==> config.mk <==
export PLATFORM = sky130hd
export DESIGN_NAME = icache_nway
export DESIGN_NICKNAME = d
export VERILOG_FILES = /design/src/rtl/icache_pkg.sv /design/src/rtl/icache_victim_sel.sv /design/src/rtl/icache_nway.sv
export SDC_FILE = /design/constraint.sdc
export NUM_CORES = 2
export LEC_CHECK = 0
export CAP_MARGIN = 25
export CORE_MARGIN = 8
export CORE_UTILIZATION = 39
export CTS_CLUSTER_DIAMETER = 50
export DETAILED_ROUTE_END_ITERATION = 10
export PLACE_DENSITY = 0.61
export SLEW_MARGIN = 20
export SYNTH_ARGS = -nofsm -noshare
export SYNTH_HDL_FRONTEND = slang
export SYNTH_SLANG_ARGS = --single-unit
==> constraint.sdc <==
create_clock -name clk -period 24.9 [get_ports clk]
set_clock_uncertainty 0.2 [all_clocks]
set_input_delay 4.98 -clock clk [delete_from_list [all_inputs] [get_ports clk]]
set_output_delay 4.98 -clock clk [all_outputs]
set_load 0.03 [all_outputs]
==> src/rtl/icache_pkg.sv <==
// icache_pkg: shared types and address-field width helpers for icache_nway.
//   state_e  - refill/flush controller states
//   off_w    - byte-offset field width for a given line size
//   idx_w    - set-index field width for a given set count
//   tag_w    - tag field width (remaining upper bits of a 32-bit PC)
//   ptr_w    - round-robin pointer width (at least one bit)
package icache_pkg;

    typedef enum logic [1:0] {
        ST_IDLE   = 2'd0,
        ST_REFILL = 2'd1,
        ST_FLUSH  = 2'd2
    } state_e;

    function automatic int unsigned off_w(input int unsigned line_bytes);
        return $clog2(line_bytes);
    endfunction

    function automatic int unsigned idx_w(input int unsigned sets);
        return $clog2(sets);
    endfunction

    function automatic int unsigned tag_w(input int unsigned line_bytes,
                                          input int unsigned sets);
        return 32 - $clog2(line_bytes) - $clog2(sets);
    endfunction

    function automatic int unsigned ptr_w(input int unsigned ways);
        return (ways > 1) ? $clog2(ways) : 1;
    endfunction

endpackage

==> src/rtl/icache_victim_sel.sv <==
// icache_victim_sel: combinational replacement-way chooser for one set.
//   valid_i      - valid bit of every way in the set
//   ptr_i        - round-robin pointer of the set
//   victim_o     - way to refill: lowest invalid way, else the pointed way
//   repl_valid_o - 1 when the victim holds a valid line (pointer must advance)
module icache_victim_sel
    import icache_pkg::*;
#(
    parameter int unsigned WAYS  = 2,
    parameter int unsigned PTR_W = ptr_w(WAYS)
) (
    input  logic [WAYS-1:0]  valid_i,
    input  logic [PTR_W-1:0] ptr_i,
    output logic [PTR_W-1:0] victim_o,
    output logic             repl_valid_o
);

    logic found;

    always_comb begin
        victim_o     = ptr_i;
        repl_valid_o = 1'b1;
        found        = 1'b0;
        for (int unsigned w = 0; w < WAYS; w++) begin
            if (!valid_i[w] && !found) begin
                victim_o     = PTR_W'(w);
                repl_valid_o = 1'b0;
                found        = 1'b1;
            end
        end
    end

endmodule

==> src/rtl/icache_nway.sv <==
// icache_nway: N-way set-associative instruction cache, IF stage <-> memory.
//   if_pc_i/if_req_i/stall_i/redirect_i - fetch request side
//   inst_o/ready_o                       - fetched word, valid for one cycle
//   hit_o                                - combinational tag hit for if_pc_i
//   req_again_o                          - IF must re-present its request
//   mem_addr_o/mem_req_o                 - line refill request (1-cycle pulse)
//   mem_ready_i/mem_data_i               - refill line return (1-cycle pulse)
//   flush_i/flush_done_o                 - whole-cache invalidate, only when
//                                          ICACHE_FLUSH_EN is defined
module icache_nway
    import icache_pkg::*;
#(
    parameter int unsigned WAYS       = 2,
    parameter int unsigned SETS       = 8,
    parameter int unsigned LINE_BYTES = 16
) (
    input  logic                    clk,
    input  logic                    rst,
    input  logic [31:0]             if_pc_i,
    input  logic                    if_req_i,
    input  logic                    stall_i,
    input  logic                    redirect_i,
    output logic [31:0]             inst_o,
    output logic                    ready_o,
    output logic                    hit_o,
    output logic                    req_again_o,
    output logic [31:0]             mem_addr_o,
    output logic                    mem_req_o,
`ifdef ICACHE_FLUSH_EN
    input  logic                    flush_i,
    output logic                    flush_done_o,
`endif
    input  logic                    mem_ready_i,
    input  logic [LINE_BYTES*8-1:0] mem_data_i
);

    localparam int unsigned OFF_W  = off_w(LINE_BYTES);
    localparam int unsigned IDX_W  = idx_w(SETS);
    localparam int unsigned TAG_W  = tag_w(LINE_BYTES, SETS);
    localparam int unsigned PTR_W  = ptr_w(WAYS);
    localparam int unsigned WSEL_W = OFF_W - 2;
    localparam int unsigned LINE_W = LINE_BYTES * 8;

    // Address fields of the incoming PC
    logic [IDX_W-1:0]  pc_idx;
    logic [TAG_W-1:0]  pc_tag;
    logic [WSEL_W-1:0] pc_wsel;
    logic [1:0]        unused_pc_bits;
    assign pc_idx         = if_pc_i[OFF_W +: IDX_W];
    assign pc_tag         = if_pc_i[31 -: TAG_W];
    assign pc_wsel        = if_pc_i[2 +: WSEL_W];
    assign unused_pc_bits = if_pc_i[1:0];

    // Storage
    logic [WAYS-1:0]   valid_q [SETS];
    logic [PTR_W-1:0]  ptr_q   [SETS];
    logic [TAG_W-1:0]  tag_q   [WAYS][SETS];
    logic [LINE_W-1:0] data_q  [WAYS][SETS];

    // Miss context latched when the refill is issued
    logic [IDX_W-1:0]  idx_q;
    logic [TAG_W-1:0]  mtag_q;
    logic [WSEL_W-1:0] wsel_q;
    logic [PTR_W-1:0]  way_q;
    logic              repl_q;
    logic              redir_q;

    state_e state_q, state_d;

    logic [31:0] inst_q, inst_d, mem_addr_q, mem_addr_d;
    logic        ready_q, ready_d, req_again_q, req_again_d, mem_req_q, mem_req_d;
    logic        flush_done_d;

    // Tag lookup
    logic              hit;
    logic [PTR_W-1:0]  hit_way;
    logic [LINE_W-1:0] hit_line;

    always_comb begin
        hit     = 1'b0;
        hit_way = '0;
        for (int unsigned w = 0; w < WAYS; w++) begin
            if (valid_q[pc_idx][w] && (tag_q[w][pc_idx] == pc_tag)) begin
                hit     = 1'b1;
                hit_way = PTR_W'(w);
            end
        end
    end

    assign hit_line = data_q[hit_way][pc_idx];
    assign hit_o    = hit;

    logic [PTR_W-1:0] vict_way;
    logic             vict_repl;

    icache_victim_sel #(
        .WAYS  (WAYS),
        .PTR_W (PTR_W)
    ) u_victim (
        .valid_i      (valid_q[pc_idx]),
        .ptr_i        (ptr_q[pc_idx]),
        .victim_o     (vict_way),
        .repl_valid_o (vict_repl)
    );

    logic flush_go;
    logic miss_go;
    logic refill_done;
    logic redir_now;

`ifdef ICACHE_FLUSH_EN
    logic             flush_pend_q;
    logic [IDX_W-1:0] fcnt_q;
    logic             flush_done_q;
    assign flush_go     = flush_i | flush_pend_q;
    assign flush_done_o = flush_done_q;
`else
    assign flush_go = 1'b0;
`endif

    assign miss_go     = (state_q == ST_IDLE) && !flush_go && !stall_i && if_req_i && !hit;
    assign refill_done = (state_q == ST_REFILL) && mem_ready_i;
    // A redirect in the completing cycle counts just like an earlier one
    assign redir_now   = redir_q | redirect_i;

    // Next-state logic
    always_comb begin
        state_d = state_q;
        unique case (state_q)
            ST_IDLE: begin
                if (flush_go)     state_d = ST_FLUSH;
                else if (miss_go) state_d = ST_REFILL;
            end
            ST_REFILL: begin
                if (mem_ready_i) state_d = ST_IDLE;
            end
`ifdef ICACHE_FLUSH_EN
            ST_FLUSH: begin
                if (fcnt_q == IDX_W'(SETS - 1)) state_d = ST_IDLE;
            end
`endif
            default: state_d = ST_IDLE;
        endcase
    end

    // Output logic (registered outputs, next values computed here)
    always_comb begin
        inst_d       = '0;
        ready_d      = 1'b0;
        req_again_d  = 1'b0;
        mem_req_d    = 1'b0;
        mem_addr_d   = mem_addr_q;
        flush_done_d = 1'b0;
        unique case (state_q)
            ST_IDLE: begin
                if (flush_go) begin
                    // outputs stay idle while the invalidate runs
                end else if (stall_i) begin
                    req_again_d = 1'b1;
                end else if (if_req_i && hit) begin
                    inst_d  = hit_line[32*pc_wsel +: 32];
                    ready_d = 1'b1;
                end else if (if_req_i) begin
                    mem_req_d  = 1'b1;
                    mem_addr_d = {if_pc_i[31:OFF_W], {OFF_W{1'b0}}};
                end
            end
            ST_REFILL: begin
                if (mem_ready_i) begin
                    if (redir_now) begin
                        req_again_d = 1'b1;
                    end else begin
                        inst_d  = mem_data_i[32*wsel_q +: 32];
                        ready_d = 1'b1;
                    end
                end
            end
`ifdef ICACHE_FLUSH_EN
            ST_FLUSH: flush_done_d = (fcnt_q == IDX_W'(SETS - 1));
`endif
            default: ;
        endcase
    end

    // State register, control state and valid/pointer arrays
    always_ff @(posedge clk) begin
        if (rst) begin
            state_q     <= ST_IDLE;
            inst_q      <= '0;
            ready_q     <= 1'b0;
            req_again_q <= 1'b0;
            mem_req_q   <= 1'b0;
            mem_addr_q  <= '0;
            redir_q     <= 1'b0;
            idx_q       <= '0;
            mtag_q      <= '0;
            wsel_q      <= '0;
            way_q       <= '0;
            repl_q      <= 1'b0;
            for (int unsigned s = 0; s < SETS; s++) begin
                valid_q[s] <= '0;
                ptr_q[s]   <= '0;
            end
`ifdef ICACHE_FLUSH_EN
            flush_pend_q <= 1'b0;
            fcnt_q       <= '0;
            flush_done_q <= 1'b0;
`endif
        end else begin
            state_q     <= state_d;
            inst_q      <= inst_d;
            ready_q     <= ready_d;
            req_again_q <= req_again_d;
            mem_req_q   <= mem_req_d;
            mem_addr_q  <= mem_addr_d;

            if (miss_go) begin
                idx_q  <= pc_idx;
                mtag_q <= pc_tag;
                wsel_q <= pc_wsel;
                way_q  <= vict_way;
                repl_q <= vict_repl;
            end

            if (refill_done) begin
                valid_q[idx_q][way_q] <= 1'b1;
                redir_q               <= 1'b0;
                if (repl_q) begin
                    ptr_q[idx_q] <= (ptr_q[idx_q] == PTR_W'(WAYS - 1)) ? '0
                                                                        : ptr_q[idx_q] + 1'b1;
                end
            end else if ((state_q == ST_REFILL) && redirect_i) begin
                redir_q <= 1'b1;
            end

`ifdef ICACHE_FLUSH_EN
            flush_done_q <= flush_done_d;
            // A flush seen during a refill waits for the refill to finish
            if ((state_q == ST_REFILL) && flush_i) flush_pend_q <= 1'b1;
            if ((state_q == ST_IDLE) && flush_go) begin
                flush_pend_q <= 1'b0;
                fcnt_q       <= '0;
            end
            if (state_q == ST_FLUSH) begin
                valid_q[fcnt_q] <= '0;
                ptr_q[fcnt_q]   <= '0;
                fcnt_q          <= fcnt_q + 1'b1;
            end
`endif
        end
    end

    // Tag/data arrays need no reset; valid bits gate their use
    always_ff @(posedge clk) begin
        if (refill_done) begin
            tag_q[way_q][idx_q]  <= mtag_q;
            data_q[way_q][idx_q] <= mem_data_i;
        end
    end

    assign inst_o      = inst_q;
    assign ready_o     = ready_q;
    assign req_again_o = req_again_q;
    assign mem_req_o   = mem_req_q;
    assign mem_addr_o  = mem_addr_q;

endmodule
==> flow_summary.ini <==
[synthesis]
synth_top_family_by_area = multiplexers
ys_ff_latch = 2572
synth_area_um2 = 99890
synthMuxAreaShare_pct = 14.16
synth_flop_cell = edfxtp_1
synth_area_leaders = edfxtp_1, mux4_2, mux2i_1
synthXorXnorAreaFrac_pct = 0.3069
synth_cells = 5139
synth_top_cell_area_share_pct = 73.83
synth_area_per_cell_um2 = 19.44
synth_edf_count = 2456
ys_async_sr_fraction_pct = 0
synth_cell_types = 68
synth-compound-area-share_pct = 3.413
yosys_warnings = 0
synth_simple_gate_area_share_pct = 4.448
ys_seq_area_share_pct = 76.16
synth-adder-area-share_pct = 0
synth_largest_area_cell = edfxtp_1

[clocking]
cts_buffer_depth = 4
numCtsBuffers = 306
cts_resized = 0
cts_root_buffer = clkbuf_16
cts_tree = built
postCtsHoldBufs = 0
cts_max_level = 5
post_cts_buffers = 0
clkSinkCount = 2572
clk_pin_slew_ns = 0.05
clk_latency_ns = 0.91

[worst_setup_path]
critical_path_required_ns = 19.72
reg2regPathDepth = 14
r2r-start = tag_q[1][12]
crit_type = in2out
reg2reg_slack_ns = 18.50
timing.rr.end = inst_o[1]
start_kind = input pin
worst_ep_arrival_time_ns = 10.15
cp-end-kind = output pin
worstPathMaxFanout = 101

[finish]
drive_gt1_share_pct = 20.29
utilization_pct = 45.31
area_growth_pct = 16.01
stdcell_count = 9107
final_nets = 5659
fillers = 21460

[hold_path]
min-delay-path-class = reg2reg
hold_end = valid_q[6][1]
hold_depth = 2
min-delay-start = valid_q[6][1]

[grt]
grt_max_degree = 170
grt_pass1_wl_um = 378400
antenna_found_initial = 33
grt-ovfl-total = 0
grt_use_total_pct = 18.92
grt_pass1_vias = 52641

[detailed_routing]
drc = 0
vias = 52059
antenna_left = 0
wire_per_inst_um = 28.90
route.final.wire_length_um = 263200
vias_per_cell = 5.716
first_pass_iters = 5
drt_iter0_markers = 5678

[floorplanning]
row_count = 186
ios = 234
die-width_um = 522.1
core_area_um2 = 255800
die_y_um = 522.1
start_util_pct = 39.05
dieArea_um2 = 272600

[pwr]
irDropWorstVdd_uv = 73.19
p_leak_nw = 36.64
power_mw = 9.391
power.density_nw_per_um2 = 81.04

[sta]
finalSetupViolCount = 0
rsz0062_at_grt = false
fin_tns_setup_ns = 0
fmax_mhz = 65.25
layout_worst_path_cycle_share_pct = 61.55
min_period_ns = 15.33
maxSlewHeadroom_pct = 25.61
hold_violations = 0
worst_slew_pin_slew_ns = 1.116
slew_violations = 0

[status]
status = finished, final reports clean

[place]
place_inst = 8567
dp_hpwl_um = 135100
io_buffers = 227
routabilityCongestion = 0.7525

[run]
maxCapViolations = 0
[cell type report]
class                           instances  area (um^2)  share of cell area [%]
Sequential cell                      2572        76080                   65.65
Multi-Input combinational cell       2261        22520                   19.44
Clock buffer                          390         8219                   7.093
Tap cell                             3384         4234                   3.654
Timing Repair Buffer                  347         3338                   2.881
Clock inverter                        138         1443                   1.245
Antenna cell                           10        25.02                 0.02160
Inverter                                5        18.77                 0.01620
[Yosys cell counts, types with 35 or more instances]
master,n
clkbuf_1,151
a211oi_1,49
mux4_2,475
mux2_2,76
o22ai_1,35
edfxtp_1,2456
nor3b_1,88
a22oi_1,55
a31oi_1,66
buf_4,41
nand3_1,79
a21oi_1,255
nand2b_1,122
mux2i_1,259
nand2_1,230
buf_2,68
nor3_1,66
dfxtp_1,116
nor2_1,172
[registers in the layout (all words and copies together) (netlist names), 2 cells and up, named ones only]
name        count
mtag_q         25
tag_q         400
mem_addr_o     28
idx_q           3
inst_o         32
ptr_q           8
data_q       2048
wsel_q          2
valid_q        16
[worst max-delay path, cell delays in order]
cell             delay [ns]
buf_8                  0.45
buf_4                  0.65
mux4_2                 0.59
mux2i_1                0.17
xor2_1                 0.47
nand3_1                0.14
or4_4                  0.60
nor4_4                 0.26
buf_4                  0.66
nor2_2                 0.25
inv_1                  0.15
clkdlybuf4s50_1        0.68
[where the power goes]
part,internal (mW),switching (mW)
registers,4.75,0.0144
logic,0.126,0.210
clock network,2.58,1.71
total,7.46,1.93
[placed cells by master (no fill, tap or decap), types with 22 or more instances in the layout]
cell and n:
mux4_2 475, clkbuf_1 65, buf_4 111, a21o_1 23, clkinvlp_4 22, a31oi_1 66, nand2_1 227, nand3_1 79
o22ai_1 35, nor3b_1 87, bufinv_16 24, clkinv_1 32, a21oi_1 255, clkdlybuf4s50_1 223, a211oi_1 49, nand2b_1 119
nor3_1 66, clkbuf_16 311, a22oi_1 55, mux2_2 76, edfxtp_1 2456, nand4_1 22, nor2_1 155, clkinv_2 31
dfxtp_1 114, mux2i_1 259
[metal layers]
layer	wire length, um	GRT usage, %	up-vias
li1	-	-	21654
met1	111600	26.66	27724
met2	123900	30.22	2201
met3	20810	3.775	460
met4	6767	5.017	20
met5	131	0	-
[per-stage QoR]
step	worst slack, ns	hold WS [ns]	area (um^2)
3_5_place_dp	9.484	0.2524	106100
3_3_place_gp	9.474	0.2443	106100
6_report	9.574	0.2626	115900
4_1_cts	9.475	0.2655	115800
2_1_floorplan	11.91	0.2348	99900
5_1_grt	9.198	0.2894	115900
[cell families after synthesis]
group                  after synthesis
flip-flops                        2572
AND/OR/NAND/NOR                    861
multiplexers                       810
AO/OA/AOI/OAI                      551
buffers and inverters              309
XOR/XNOR                            35
other                                1
[how the worst max path moves through the flow]
stage	from	end	slack, ns	cells after the start
after global placement	if_pc_i[4]	hit_o	9.47	12
after floorplan	if_pc_i[5]	hit_o	11.91	13
after global routing	if_pc_i[4]	hit_o	9.20	12
after CTS	if_pc_i[4]	hit_o	9.48	12
after detailed placement	if_pc_i[4]	hit_o	9.48	12
final	if_pc_i[4]	hit_o	9.57	12
(Power assumes the default switching activity.)
